$ cat config.mk
export PLATFORM = sky130hd
export DESIGN_NAME = imem_loader
export DESIGN_NICKNAME = d
export VERILOG_FILES = /design/src/rtl/loader_pkg.sv /design/src/rtl/byte_packer.sv /design/src/rtl/imem_loader.sv
export SDC_FILE = /design/constraint.sdc
export NUM_CORES = 1
export LEC_CHECK = 0
export BUFFER_PORTS_ARGS = -buffer_cell sky130_fd_sc_hd__buf_2
export CAP_MARGIN = 25
export CORE_ASPECT_RATIO = 1.4
export CORE_UTILIZATION = 35
export CTS_BUF_LIST = sky130_fd_sc_hd__clkbuf_8
export CTS_CLUSTER_SIZE = 20
export DETAILED_ROUTE_END_ITERATION = 7
export HOLD_SLACK_MARGIN = 0.02
export MAX_ROUTING_LAYER = met4
export PLACE_DENSITY_LB_ADDON = 0.2
export SYNTH_ARGS = -nofsm -noshare
export SYNTH_HDL_FRONTEND = slang
export SYNTH_SLANG_ARGS = --single-unit
$ cat constraint.sdc
create_clock -name clk -period 6.3 [get_ports clk]
set_clock_uncertainty 0.2 [all_clocks]
set_input_delay 0.945 -clock clk [delete_from_list [all_inputs] [get_ports clk]]
set_output_delay 0.945 -clock clk [all_outputs]
set_load 0.05 [all_outputs]
$ cat src/rtl/loader_pkg.sv
// Shared definitions for the instruction-memory boot loader: FSM state encoding,
// stream framing constants and a small state-classification helper.
package loader_pkg;

    typedef enum logic [2:0] {
        IDLE   = 3'd0,
        LEN_HI = 3'd1,
        LEN_LO = 3'd2,
        DATA   = 3'd3,
        CHK    = 3'd4,
        DONE   = 3'd5,
        ERR    = 3'd6
    } state_t;

    localparam int BYTES_PER_WORD = 4;
    localparam int HEADER_BYTES   = 2;

    // States in which the loader owns the stream and accepts bytes.
    function automatic logic is_active(input state_t s);
        return (s == LEN_HI) || (s == LEN_LO) || (s == DATA) || (s == CHK);
    endfunction

endpackage

$ cat src/rtl/byte_packer.sv
// Shift-in packer: collects BYTES_PER_WORD bytes MSB-first and presents the full
// big-endian word combinationally alongside the final byte.
module byte_packer
    import loader_pkg::*;
(
    input  logic        clk,
    input  logic        clear,
    input  logic        shift,
    input  logic [7:0]  rx_byte,
    output logic        word_valid,
    output logic [31:0] word
);

    logic [23:0] partial;
    logic [1:0]  count;

    always_ff @(posedge clk) begin
        if (clear) begin
            partial <= '0;
            count   <= '0;
        end else if (shift) begin
            partial <= {partial[15:0], rx_byte};
            count   <= count + 2'd1;
        end
    end

    // The last byte bypasses the register so the word can be written on its own edge.
    assign word_valid = shift && (count == 2'(BYTES_PER_WORD - 1));
    assign word       = {partial, rx_byte};

endmodule

$ cat src/rtl/imem_loader.sv
// Boot loader: takes a length-prefixed big-endian byte stream, writes words to IM at
// 0..N-1 and releases the CPU reset afterwards. Trailer checksum: IMEM_LOADER_CHECKSUM_EN.
module imem_loader
    import loader_pkg::*;
#(
    parameter int ADDR_W = 10,
    parameter int LEN_W  = HEADER_BYTES * 8
) (
    input  logic              clk,
    input  logic              rst_n,
    input  logic              start,
    input  logic [7:0]        rx_data,
    input  logic              rx_valid,
    output logic              rx_ready,
    output logic              im_we,
    output logic [ADDR_W-1:0] im_waddr,
    output logic [31:0]       im_wdata,
    output logic              cpu_rst_n,
    output logic              busy,
    output logic              done,
    output logic              err
);

    localparam logic [LEN_W:0] CAPACITY = (LEN_W + 1)'(1) << ADDR_W;

`ifdef IMEM_LOADER_CHECKSUM_EN
    localparam state_t AFTER_DATA = CHK;
    logic [7:0] csum;
`else
    localparam state_t AFTER_DATA = DONE;
`endif

    state_t           state, next_state;
    logic [7:0]       len_hi;
    logic [LEN_W-1:0] len, word_cnt, len_rx;
    logic             xfer, start_ok, too_big, last_word;
    logic             word_valid;
    logic [31:0]      word;
    logic             ready_nxt, busy_nxt, done_nxt, err_nxt;

    assign xfer      = rx_valid && rx_ready;
    assign start_ok  = start && ((state == IDLE) || (state == DONE) || (state == ERR));
    assign len_rx    = LEN_W'({len_hi, rx_data});
    assign too_big   = {1'b0, len_rx} > CAPACITY;
    assign last_word = word_valid && (word_cnt == len - LEN_W'(1));

    byte_packer u_packer (
        .clk        (clk),
        .clear      (!rst_n || start_ok),
        .shift      (xfer && (state == DATA)),
        .rx_byte    (rx_data),
        .word_valid (word_valid),
        .word       (word)
    );

    always_ff @(posedge clk) begin
        if (!rst_n) state <= IDLE;
        else        state <= next_state;
    end

    always_comb begin
        next_state = state;
        case (state)
            IDLE, DONE, ERR: if (start) next_state = LEN_HI;
            LEN_HI:          if (xfer) next_state = LEN_LO;
            LEN_LO: begin
                if (xfer) begin
                    if (too_big)              next_state = ERR;
                    else if (len_rx == '0)    next_state = AFTER_DATA;
                    else                      next_state = DATA;
                end
            end
            DATA:            if (last_word) next_state = AFTER_DATA;
`ifdef IMEM_LOADER_CHECKSUM_EN
            CHK:             if (xfer) next_state = (rx_data == csum) ? DONE : ERR;
`endif
            default:         next_state = IDLE;
        endcase
    end

    // Leaving DATA for DONE delays done/cpu_rst_n by one cycle so they trail the final write.
    always_comb begin
        ready_nxt = is_active(next_state);
        busy_nxt  = is_active(next_state);
        done_nxt  = (next_state == DONE) && (state != DATA);
        err_nxt   = (next_state == ERR);
    end

    always_ff @(posedge clk) begin
        if (!rst_n) begin
            rx_ready  <= 1'b0;
            busy      <= 1'b0;
            done      <= 1'b0;
            cpu_rst_n <= 1'b0;
            err       <= 1'b0;
            im_we     <= 1'b0;
            im_waddr  <= '0;
            im_wdata  <= '0;
        end else begin
            rx_ready  <= ready_nxt;
            busy      <= busy_nxt;
            done      <= done_nxt;
            cpu_rst_n <= done_nxt;
            err       <= err_nxt;
            im_we     <= word_valid;
            if (word_valid) begin
                im_waddr <= word_cnt[ADDR_W-1:0];
                im_wdata <= word;
            end
        end
    end

    always_ff @(posedge clk) begin
        if (!rst_n) begin
            len_hi   <= '0;
            len      <= '0;
            word_cnt <= '0;
        end else begin
            if (xfer && (state == LEN_HI)) len_hi <= rx_data;
            if (xfer && (state == LEN_LO)) begin
                len      <= len_rx;
                word_cnt <= '0;
            end
            if (word_valid) word_cnt <= word_cnt + LEN_W'(1);
        end
    end

`ifdef IMEM_LOADER_CHECKSUM_EN
    // Running XOR over header and payload; the trailer itself is not folded in.
    always_ff @(posedge clk) begin
        if (!rst_n || start_ok) begin
            csum <= '0;
        end else if (xfer && ((state == LEN_HI) || (state == LEN_LO) || (state == DATA))) begin
            csum <= csum ^ rx_data;
        end
    end
`endif

endmodule
Word-level counts from Yosys, hierarchy flattened
Index checks and enable logic that the tools add are counted.
{"block": "totals", "ff_bits": 115, "inputBits": 12, "elab_cells": 58, "output_inout_bits": 48}
{"block": "classes", "muxes": 9, "add_sub_neg": 3, "n_eq_ne": 14, "reduce_logical": 19, "order_cmp": 1}
{"cell": "2-to-1 mux 16 bit", "count": 2}
{"cell": "2-to-1 mux 3 bit", "count": 6}
{"cell": "adder 16 x 1 -> 16 bit (second input constant)", "count": 1}
{"cell": "== test 16 bit", "count": 1}
{"cell": "greater-than comparator 16 x 11 -> 1 bit (second input constant)", "count": 1}
{"cell": "logical NOT 16 bit", "count": 1}
{"cell": "subtractor 16 x 1 -> 16 bit (second input constant)", "count": 1}
{"cell": "== test 3 bit (second input constant)", "count": 5}
{"cell": "== test 3 x 2 -> 1 bit (second input constant)", "count": 4}
{"cell": "case mux 3 bit (4 select lines)", "count": 1}
{"cell": "logical AND 1 bit", "count": 8}
{"cell": "== test 3 x 1 -> 1 bit (second input constant)", "count": 2}
{"cell": "logical OR 1 bit", "count": 6}
{"cell": "logical NOT 3 bit", "count": 1}
{"cell": "!= test 3 x 2 -> 1 bit (second input constant)", "count": 1}
{"cell": "OR reduction 3 bit", "count": 1}
{"cell": "adder 2 x 1 -> 2 bit (second input constant)", "count": 1}
{"cell": "== test 2 bit (second input constant)", "count": 1}
{"cell": "nonzero test 2 bit", "count": 1}
{"cell": "logical NOT 1 bit", "count": 1}

Depth between registers and ports, before layout
Gate-level depths: netlist of run 1.
{"block": "depth", "ltp_word": 10, "mapped_depth": 8, "depth_no_buf": 8}

Modules after synthesis
Synthesis of run 1 repeated with hierarchy kept, for this count alone.
{"block": "hier_totals", "cells_unflattened": 580, "hier_area_um2": 5308.8}
{"mod": "imem_loader", "n_inst": 1, "cells_each": 486, "seq_area_each_um2": 1781.7, "area_each_um2": 4285.4}
{"mod": "byte_packer", "n_inst": 1, "cells_each": 94, "seq_area_each_um2": 520.5, "area_each_um2": 1023.5}

Least setup slack after synthesis of run 1
No wires, ideal clock.
{"block": "synth_timing", "path_type": "input port to flip-flop", "startpoint": "input port rx_valid", "endpoint": "register done", "setup_ns": 0.067, "slack_ns": 3.381, "t_required_ns": 6.033, "path_buffers": 0, "arrival_time_ns": 2.652, "stages": 6, "path_cell_list": "nand3b_1 -> or3_1 -> or3_1 -> a31o_1 -> or4b_4 -> a21oi_2"}
{"block": "synth_via", "elab_chain_cells": 8, "elab_cells_between_ends": 10, "classes_between": "eq/ne: 1; mux: 4; reduce/logical: 5"}
{"element": "from (decl)", "line_no": "imem_loader.sv:13", "rtl": "input logic rx_valid,"}
{"element": "logical AND 1 bit *", "line_no": "imem_loader.sv:41", "rtl": "assign xfer = rx_valid && rx_ready;"}
{"element": "logical AND 1 bit", "line_no": "imem_loader.sv:50", "rtl": ".shift (xfer && (state == DATA)),"}
{"element": "logical AND 1 bit", "line_no": "byte_packer.sv:28", "rtl": "assign word_valid = shift && (count == 2'(BYTES_PER_WORD - 1));"}
{"element": "logical AND 1 bit", "line_no": "imem_loader.sv:45", "rtl": "assign last_word = word_valid && (word_cnt == len - LEN_W'(1));"}
{"element": "2-to-1 mux 3 bit", "line_no": "imem_loader.sv:73", "rtl": "DATA: if (last_word) next_state = AFTER_DATA;"}
{"element": "case mux 3 bit (4 select lines) *", "line_no": "imem_loader.sv:63", "rtl": "case (state)"}
{"element": "== test 3 bit *", "line_no": "imem_loader.sv:85", "rtl": "done_nxt = (next_state == DONE) && (state != DATA);"}
{"element": "logical AND 1 bit *", "line_no": "imem_loader.sv:85"}
{"element": "to (signal assigned)", "line_no": "imem_loader.sv:102", "rtl": "done <= done_nxt;"}
{"element": "to (decl)", "line_no": "imem_loader.sv:20", "rtl": "output logic done,"}
Every way passes the cells marked *; elsewhere a longest branch is shown, timed or not.
A chain may end at the register's enable or synchronous reset.

Worst setup path after layout of run 1
{"block": "layout_timing", "startpoint": "register len[8]", "endpoint": "register err"}
{"block": "layout_via", "elab_chain_cells": 6}
{"element": "from (decl)", "line_no": "imem_loader.sv:35", "rtl": "logic [LEN_W-1:0] len, word_cnt, len_rx;"}
{"element": "from (signal assigned)", "line_no": "imem_loader.sv:121", "rtl": "len <= len_rx;"}
{"element": "subtractor 16 x 1 -> 16 bit", "line_no": "imem_loader.sv:45"}
{"element": "== test 16 bit", "line_no": "imem_loader.sv:45"}
{"element": "logical AND 1 bit", "line_no": "imem_loader.sv:45"}
{"element": "2-to-1 mux 3 bit", "line_no": "imem_loader.sv:73"}
{"element": "case mux 3 bit (4 select lines)", "line_no": "imem_loader.sv:63"}
{"element": "== test 3 bit", "line_no": "imem_loader.sv:86", "rtl": "err_nxt = (next_state == ERR);"}
{"element": "to (signal assigned)", "line_no": "imem_loader.sv:104", "rtl": "err <= err_nxt;"}
{"element": "to (decl)", "line_no": "imem_loader.sv:21", "rtl": "output logic err"}
Every way passes these cells.

==> results of run 1 <==
-- per-stage QoR --
| step | std cells | hold WS, ns | area, um2 | total power, W |
|---|---|---|---|---|
| after detailed placement | 844 | 0.243 | 5370 | 0.000812 |
| after global placement | 844 | 0.240 | 5370 | 0.000810 |
| after global routing | 875 | 0.271 | 5790 | 0.00159 |
| after CTS | 875 | 0.253 | 5790 | 0.00155 |
| final | 875 | 0.250 | 5790 | 0.00153 |
| after floorplan | 634 | 0.232 | 4940 | 0.000793 |
-- cell type report --
class | instances | area, um2 | area share
repair buffers | 66 | 348 | 0.0600
well taps | 185 | 231 | 0.0399
multi-input cells | 469 | 2450 | 0.423
flip-flops and latches | 115 | 2300 | 0.397
inverters | 9 | 33.8 | 0.00583
clock inverters | 12 | 165 | 0.0285
clock buffers | 19 | 262 | 0.0451
-- worst reg2reg max path, delay by kind of cell, from the launching register on --
family,cells,cell delay [ns]
AND/OR/NAND/NOR,4,1.77
flip-flops,1,0.38
XOR/XNOR,1,0.30
AO/OA/AOI/OAI,1,0.22
-- report_power, final --
part           internal (W)  leakage, nW  switching [W]
clock              0.000446        0.227       0.000290
combinational     0.0000183        0.942      0.0000397
sequential         0.000730        0.927     0.00000589
total               0.00119         2.10       0.000336
-- worst paths after layout --
check          startpoint            to  slack (ns)  cells after the start
max                len[8]           err        3.35                      6
min          im_wdata[24]  im_wdata[24]        0.25                      2
max reg2reg        len[8]           err        3.35                      6
min reg2reg  im_wdata[24]  im_wdata[24]        0.25                      2
-- kinds of logic after synthesis --
family,share of synthesized area
AOI/OAI and AO/OA,0.156
xor gates and xnor gates,0.0425
adders and majority gates,0.00760
buffers and inverters,0.0395
DFF,0.466
muxes,0.0230
and+or+nand+nor,0.265
-- routing by layer --
layer  GRT usage  wire length, um  vias up
met1       0.206             5260     2076
met5           -                0        -
met2       0.335             6860       67
li1            -                -     2242
met3      0.0398              337       14
met4      0.0887              401        0
-- cells in the final DEF, fill, tap and decap left out, drive strengths merged, types with 2 or more instances in the layout --
cell type  instances
nand2            181
dfxtp            115
a21oi             97
buf               66
nor2              39
clkbuf            19
xnor2             16
inv               14
o21ai             13
nand3             11
nand4             10
xor2               8
mux2i              8
nor4               8
o211ai             7
or3                7
nand3b             6
and2               5
nor3               5
or4                5
and3               4
bufinv             4
nor3b              3
o21a               3
a211oi             3
mux2               3
ha                 3
a31oi              2
a21o               2
clkinv             2
-- registers in the layout, indices dropped and copies added, names as in the netlist --
register / count
state: 3
err: 1
len: 16
done: 1
u_packer.partial: 24
im_wdata: 32
len_hi: 8
word_cnt: 16
im_waddr: 10
im_we: 1
busy: 1
u_packer.count: 2
==> impl_metrics.ini, run 1 <==
[final_layout]
fin_nets = 693
layout-drive-gt1-share = 0.152
diodes = 0
syn_to_final_growth_pct = 17.2
n_fill_cell = 1483
final_util = 0.418

[detailed_routing]
drc = 0
wl_um = 12900
first_pass_iters = 4
wl_per_cell_um = 14.7
drtIter0Drc = 180
vias_per_cell = 5.03
postRouteAntennaNets = 0
vias = 4399

[die]
die_area_um2 = 14600
start_util = 0.357
die_w_um = 102
die_h_um = 143
io_pins = 60
row_count = 51
design.core.area_um2 = 13800

[sta]
setup_viol = 0
hold_viol = 0
worst_slew_pin_slew_ns = 0.996
min_period_ns = 2.95
layout_worst_path_cycle_share = 0.468
post-route-worst-setup-slack_ns = 3.35
relSlewSlack = 0.330
clock.fmax_mhz = 339
rsz0062_at_grt = false
slew_viol_final = 0
finalSetupTns_ns = 0

[run_status]
status = complete, no violations

[clock_tree]
path_clk_slew_ns = 0.07
holdBufCountCts = 0
postCtsSetupRepairBufs = 0
ctsResizeCount = 0
clk_latency_ns = 0.41
cts_made_buffers = 17
cts_buffer_depth = 2
cts_tree = built
cts_max_level = 4
cts_root_buffer = clkbuf_8
clock-sinks = 115

[yosys]
synth_area_leaders = dfxtp_1, nand2_1, a21oi_1, nor2_1, xnor2_1
syn_nets = 649
async_reset_ff_frac = 0
synth_edf_count = 0
synthTopCellsByCount = nand2_1, dfxtp_1, a21oi_1, nor2_1, clkbuf_1
yosys.area.top_type_share = 0.466
syn_area_um2 = 4940
yosysTopAreaCell = dfxtp_1
yosysSeqAreaShare = 0.466
yosysUniqueCellTypes = 53
ys_ff_latch = 115
yosysMostFrequentCell = nand2_1
syn_inst = 634
synth_warnings = 0
syn_avg_cell_area_um2 = 7.80
synth_flop_cell = dfxtp_1

[job]
cap_violations = 0

[power]
p_per_area_nw_per_um2 = 264
leakage_nw = 2.10
irDropWorstVdd_uv = 133

[critical_path]
start_kind = flop
critPathBufInv = 0
crit_path_cell_trace = nor4_1 > nand4b_1 > xnor2_1 > nand4_1 > or4_1 > a211oi_1
crit_slowest_cell = nor4_1
cp_top_family = simple AND/OR/NAND/NOR gates
cp_slowest_stage_delay_ns = 0.88
cp.required_ns = 6.43
crit_arrival_ns = 3.08
end_kind = flop
crit_type = reg -> reg
cp_max_fo = 6

[worst_hold_path]
hold_path.class = reg -> reg

[placement]
place_ws_ns = 3.15
dp_hpwl_um = 9170
numPortBuffers = 59
gp_congestion = 0.878

[grt]
antenna_found_initial = 0
first_global_vias = 4300
grt_max_degree = 86
grt_pass1_wl_um = 21000
grt_use_total = 0.193
grt.overflow.total = 0
No activity file was read; power rests on OpenSTA's default activity.
==> run 2, diff against run 1 <==
==> constraint.sdc (replaced) <==
create_clock -name clk -period 2.7 [get_ports clk]
set_clock_uncertainty 0.2 [all_clocks]
set_input_delay 0.405 -clock clk [delete_from_list [all_inputs] [get_ports clk]]
set_output_delay 0.405 -clock clk [all_outputs]
set_load 0.05 [all_outputs]
==> run 2 against run 1 <==
Net effect: worst hold slack worse by 0.18 ns; first-iteration DRC count rose by 19%; power rose by 120%; clock power increased by 110%; critical endpoint is now done.
==> impl_metrics.ini, run 2 (same netlist as run 1, synthesis figures left out) <==
[sta]
worst_slew_pin_slew_ns = 0.511
rsz0062_at_grt = false
clock.fmax_mhz = 376
finalSetupTns_ns = 0
layout_worst_path_cycle_share = 0.986
min_period_ns = 2.66
relSlewSlack = 0.657
setup_viol = 0
hold_viol = 0
post-route-worst-setup-slack_ns = 0.0372
slew_viol_final = 0

[clock_tree]
cts_made_buffers = 17
cts_root_buffer = clkbuf_8
cts_tree = built
cts_buffer_depth = 2
path_clk_slew_ns = 0.08
clock-sinks = 115
clk_latency_ns = 0.43
cts_max_level = 4

[detailed_routing]
drc = 0
wl_per_cell_um = 14.8
first_pass_iters = 5
vias_per_cell = 4.95
vias = 4513
wl_um = 13500
postRouteAntennaNets = 0
drtIter0Drc = 215

[power]
irDropWorstVdd_uv = 379
p_per_area_nw_per_um2 = 565
leakage_nw = 2.24

[grt]
grt_max_degree = 85
grt_use_total = 0.202
antenna_found_initial = 0
first_global_vias = 4246
grt_pass1_wl_um = 21700
grt.overflow.total = 0

[final_layout]
diodes = 0
largestRegisters = im_wdata: 32 flops, u_packer.partial: 24 flops
final_cells = 912
final_util = 0.437
largest_register_ffs = 32
layout-drive-gt1-share = 0.208
largest-register = im_wdata
multiInputGateArea_um2 = 2470
syn_to_final_growth_pct = 22.6
ff_latch_area_um2 = 2300
layout.cells.most_common = nand2_1
mostFrequentLayoutCells = nand2_1, dfxtp_1, a21oi_1, buf_2, buf_4
n_fill_cell = 1453
fin_nets = 729

[critical_path]
start_kind = flop
end_kind = flop
cp_max_fo = 3
crit_type = reg -> reg
cp.required_ns = 2.87
crit_arrival_ns = 2.83

[die]
die_w_um = 102
row_count = 51
io_pins = 60
die_h_um = 143
design.core.area_um2 = 13800
start_util = 0.357
die_area_um2 = 14600

[placement]
dp_cells = 880
numPortBuffers = 59
dp_hpwl_um = 9800
gp_congestion = 0.850
place_ws_ns = 0.0357

[job]
cap_violations = 0

[run_status]
status = complete, no violations

[worst_hold_path]
hold_path.class = in -> reg
[run 2: changes by cell type in the layout (fill, tap and decap cells not counted), moves of 3 or more]
cell and delta:
inv_1 -4, buf_4 +35, clkinvlp_4 +3, bufinv_16 -3, inv_6 +4
[run 2: area by class of cell]
| class | instances | area share |
|---|---|---|
| multi-input combinational | 469 | 0.408 |
| sequential | 115 | 0.380 |
| timing repair buffer | 102 | 0.104 |
| clock buffer | 19 | 0.0432 |
| tap | 185 | 0.0382 |
| clock inverter | 13 | 0.0202 |
| inverter | 9 | 0.00558 |
[run 2: path summary, 6_finish.rpt]
| kind | startpoint | slack, ns | cells after the start | to |
|---|---|---|---|---|
| worst min register to register | im_waddr[3] | 0.25 | 2 | im_waddr[3] |
| worst max register to register | len_hi[3] | 0.04 | 6 | done |
| worst min-delay path | rx_data[0] | 0.07 | 3 | im_wdata[0] |
| worst max-delay path | len_hi[3] | 0.04 | 6 | done |
[run 2: what timing repair did]
action | 4_1_cts | 5_1_grt
hold buffers | 0 | 0
endpoints found under the setup margin | 0 | 5
gates resized for setup | 0 | 5
setup buffers | 0 | 0
[run 2: critical path: stages (launching register included)]
cell and delay (ns):
dfxtp_1 0.33, or4_4 0.53, or3_4 0.34, or3_1 0.35
a31o_1 0.25, or4b_4 0.52, a21oi_2 0.10
[run 2: routing by layer]
layer | up-vias | share of wire | wire length, um | track usage
met3 | 21 | 0.020 | 263 | 0.0359
met2 | 65 | 0.52 | 7030 | 0.342
met4 | 0 | 0.028 | 382 | 0.0880
met1 | 2109 | 0.43 | 5810 | 0.229
li1 | 2318 | - | - | -
met5 | - | 0 | 0 | -
[run 2: power by group]
part	leakage (nW)	switching [W]	internal [W]
Clock	0.186	0.000751	0.000787
Sequential	0.927	0.00000696	0.00170
Combinational	1.13	0.000109	0.0000648
[run 2: through the flow]
stage                     hold WS [ns]  cell area [um2]  total power (W)
after floorplan                  0.232             4940          0.00185
after global routing            0.0717             6060          0.00356
final                           0.0714             6060          0.00342
after global placement           0.241             5650          0.00192
after detailed placement         0.243             5650          0.00192
after CTS                       0.0535             6040          0.00347
==> run 3, diff against run 2 <==
--- a/config.mk
+++ b/config.mk
@@ -7,6 +7,8 @@
 export LEC_CHECK = 0
 export BUFFER_PORTS_ARGS = -buffer_cell sky130_fd_sc_hd__buf_2
 export CAP_MARGIN = 25
+export CELL_PAD_IN_SITES_DETAIL_PLACEMENT = 0
+export CELL_PAD_IN_SITES_GLOBAL_PLACEMENT = 1
 export CORE_ASPECT_RATIO = 1.4
 export CORE_UTILIZATION = 35
 export CTS_BUF_LIST = sky130_fd_sc_hd__clkbuf_8
==> run 3 against run 2 <==
Net effect: clock power is 14% higher; utilization is 0.90 points higher; count of clock-buffer cells in the layout is 1 lower; sequential share of layout area is 0.75 points lower; setup slack worse by 0.020 ns; critical endpoint unchanged; die area stayed put; highest routed layer unchanged; critical path depth stayed put.
==> impl_metrics.ini, run 3 (same netlist as run 1, synthesis figures left out) <==
[final_layout]
largest_register_ffs = 32
ff_latch_area_um2 = 2300
layout.cells.most_common = nand2_1
largest-register = im_wdata
layout-drive-gt1-share = 0.213
multiInputGateArea_um2 = 2510
syn_to_final_growth_pct = 25.1
largestRegisters = im_wdata: 32 flops, u_packer.partial: 24 flops
fin_nets = 733
final_cells = 916
diodes = 0
n_fill_cell = 1462
final_cell_area_um2 = 6180
mostFrequentLayoutCells = nand2_1, dfxtp_1, a21oi_1, buf_2, buf_4

[run_status]
status = complete, no violations

[grt]
grt_max_degree = 85
grt_pass1_wl_um = 22600
antenna_found_initial = 0
grt.overflow.total = 0
grt_use_total = 0.211
first_global_vias = 4494

[worst_hold_path]
holdPathStages = 3
min_from = rx_data[0]
worstHoldEndpoint = u_packer.partial[0]
hold_path.class = in -> reg

[power]
p_per_area_nw_per_um2 = 590
leakage_nw = 2.33
irDropWorstVdd_uv = 467

[clock_tree]
holdBufCountCts = 0
cts_root_buffer = clkbuf_8
cts_max_level = 4
clk_latency_ns = 0.42
cts_tree = built
cts_made_buffers = 17
cts_buffer_depth = 2
clock-sinks = 115
path_clk_slew_ns = 0.07

[detailed_routing]
wl_um = 14200
first_pass_iters = 4
postRouteAntennaNets = 0
drc = 0
wl_per_cell_um = 15.5
vias = 4652
drtIter0Drc = 192
vias_per_cell = 5.08

[sta]
hold-worst-slack_ns = 0.0960
worst_slew_pin_slew_ns = 0.497
clock.fmax_mhz = 373
relSlewSlack = 0.667
slew_viol_final = 0
min_period_ns = 2.68
post-route-worst-setup-slack_ns = 0.0177
setup_viol = 0
hold_viol = 0
layout_worst_path_cycle_share = 0.993
rsz0062_at_grt = true

[critical_path]
cp.required_ns = 2.85
crit_type = reg -> reg
end_kind = flop
crit_arrival_ns = 2.83
regToRegSetupSlack_ns = 0.02
regToRegStartpoint = len_hi[3]
r2r-end = done
start_kind = flop
cp_max_fo = 3
rr_worst_depth = 6

[placement]
gp_congestion = 0.849
place_ws_ns = -0.0447
numPortBuffers = 59
placed_cell_area_um2 = 5650
dp_cells = 880
dp_hpwl_um = 10200

[die]
row_count = 51
die_h_um = 143
io_pins = 60
design.core.area_um2 = 13800
start_util = 0.357
die_area_um2 = 14600
die_w_um = 102

[job]
cap_violations = 0
## run 3: worst max path at each step
stage               startpoint  endpoint  slack [ns]  cells past startpoint
floorplan               len[0]       err        0.11                      8
global placement     len_hi[3]      done        0.04                      6
detailed placement      len[0]      done       -0.04                      9
CTS                  len_hi[3]      done      -0.006                      6
global route         len_hi[3]      done       -0.02                      6
finish               len_hi[3]      done        0.02                      6
## run 3: routing by layer
| metal | vias up | wire, um | track usage |
|---|---|---|---|
| li1 | 2319 | - | - |
| met1 | 2232 | 5900 | 0.228 |
| met2 | 80 | 7610 | 0.375 |
| met3 | 21 | 359 | 0.0373 |
| met4 | 0 | 320 | 0.0865 |
| met5 | - | 0 | - |
## run 3: repair_timing
action	CTS	global route
hold endpoints to repair	0	0
pin swaps	1	4
setup endpoints to repair	2	5
resized for setup	3	9
cloned	0	0
setup buffers	1	3
## run 3: report_power, final
part	internal (W)	total, W	switching (W)
sequential	0.00170	0.00171	0.00000736
clock	0.00103	0.00175	0.000721
combinational	0.0000711	0.000185	0.000114
## run 3: area by class of cell
class | instances | area share
well taps | 185 | 0.0374
clock buffers | 18 | 0.0401
flip-flops and latches | 115 | 0.373
inverters | 9 | 0.00546
repair buffers | 106 | 0.107
multi-input cells | 469 | 0.407
clock inverters | 14 | 0.0306
## run 3: critical path, cell delays in order (launching register included)
cell and delay, ns:
dfxtp_2 0.32, or4_4 0.53, or3_4 0.34, or3_1 0.30, a31o_1 0.26, or4b_4 0.55, a21oi_2 0.12
## run 3: stage by stage
step           utilization  power (W)   TNS, ns
6_report             0.446    0.00365         0
5_1_grt              0.446    0.00378   -0.0179
2_1_floorplan            -    0.00185         0
3_5_place_dp         0.408    0.00193   -0.0542
4_1_cts              0.441    0.00368  -0.00641
3_3_place_gp         0.408    0.00192         0
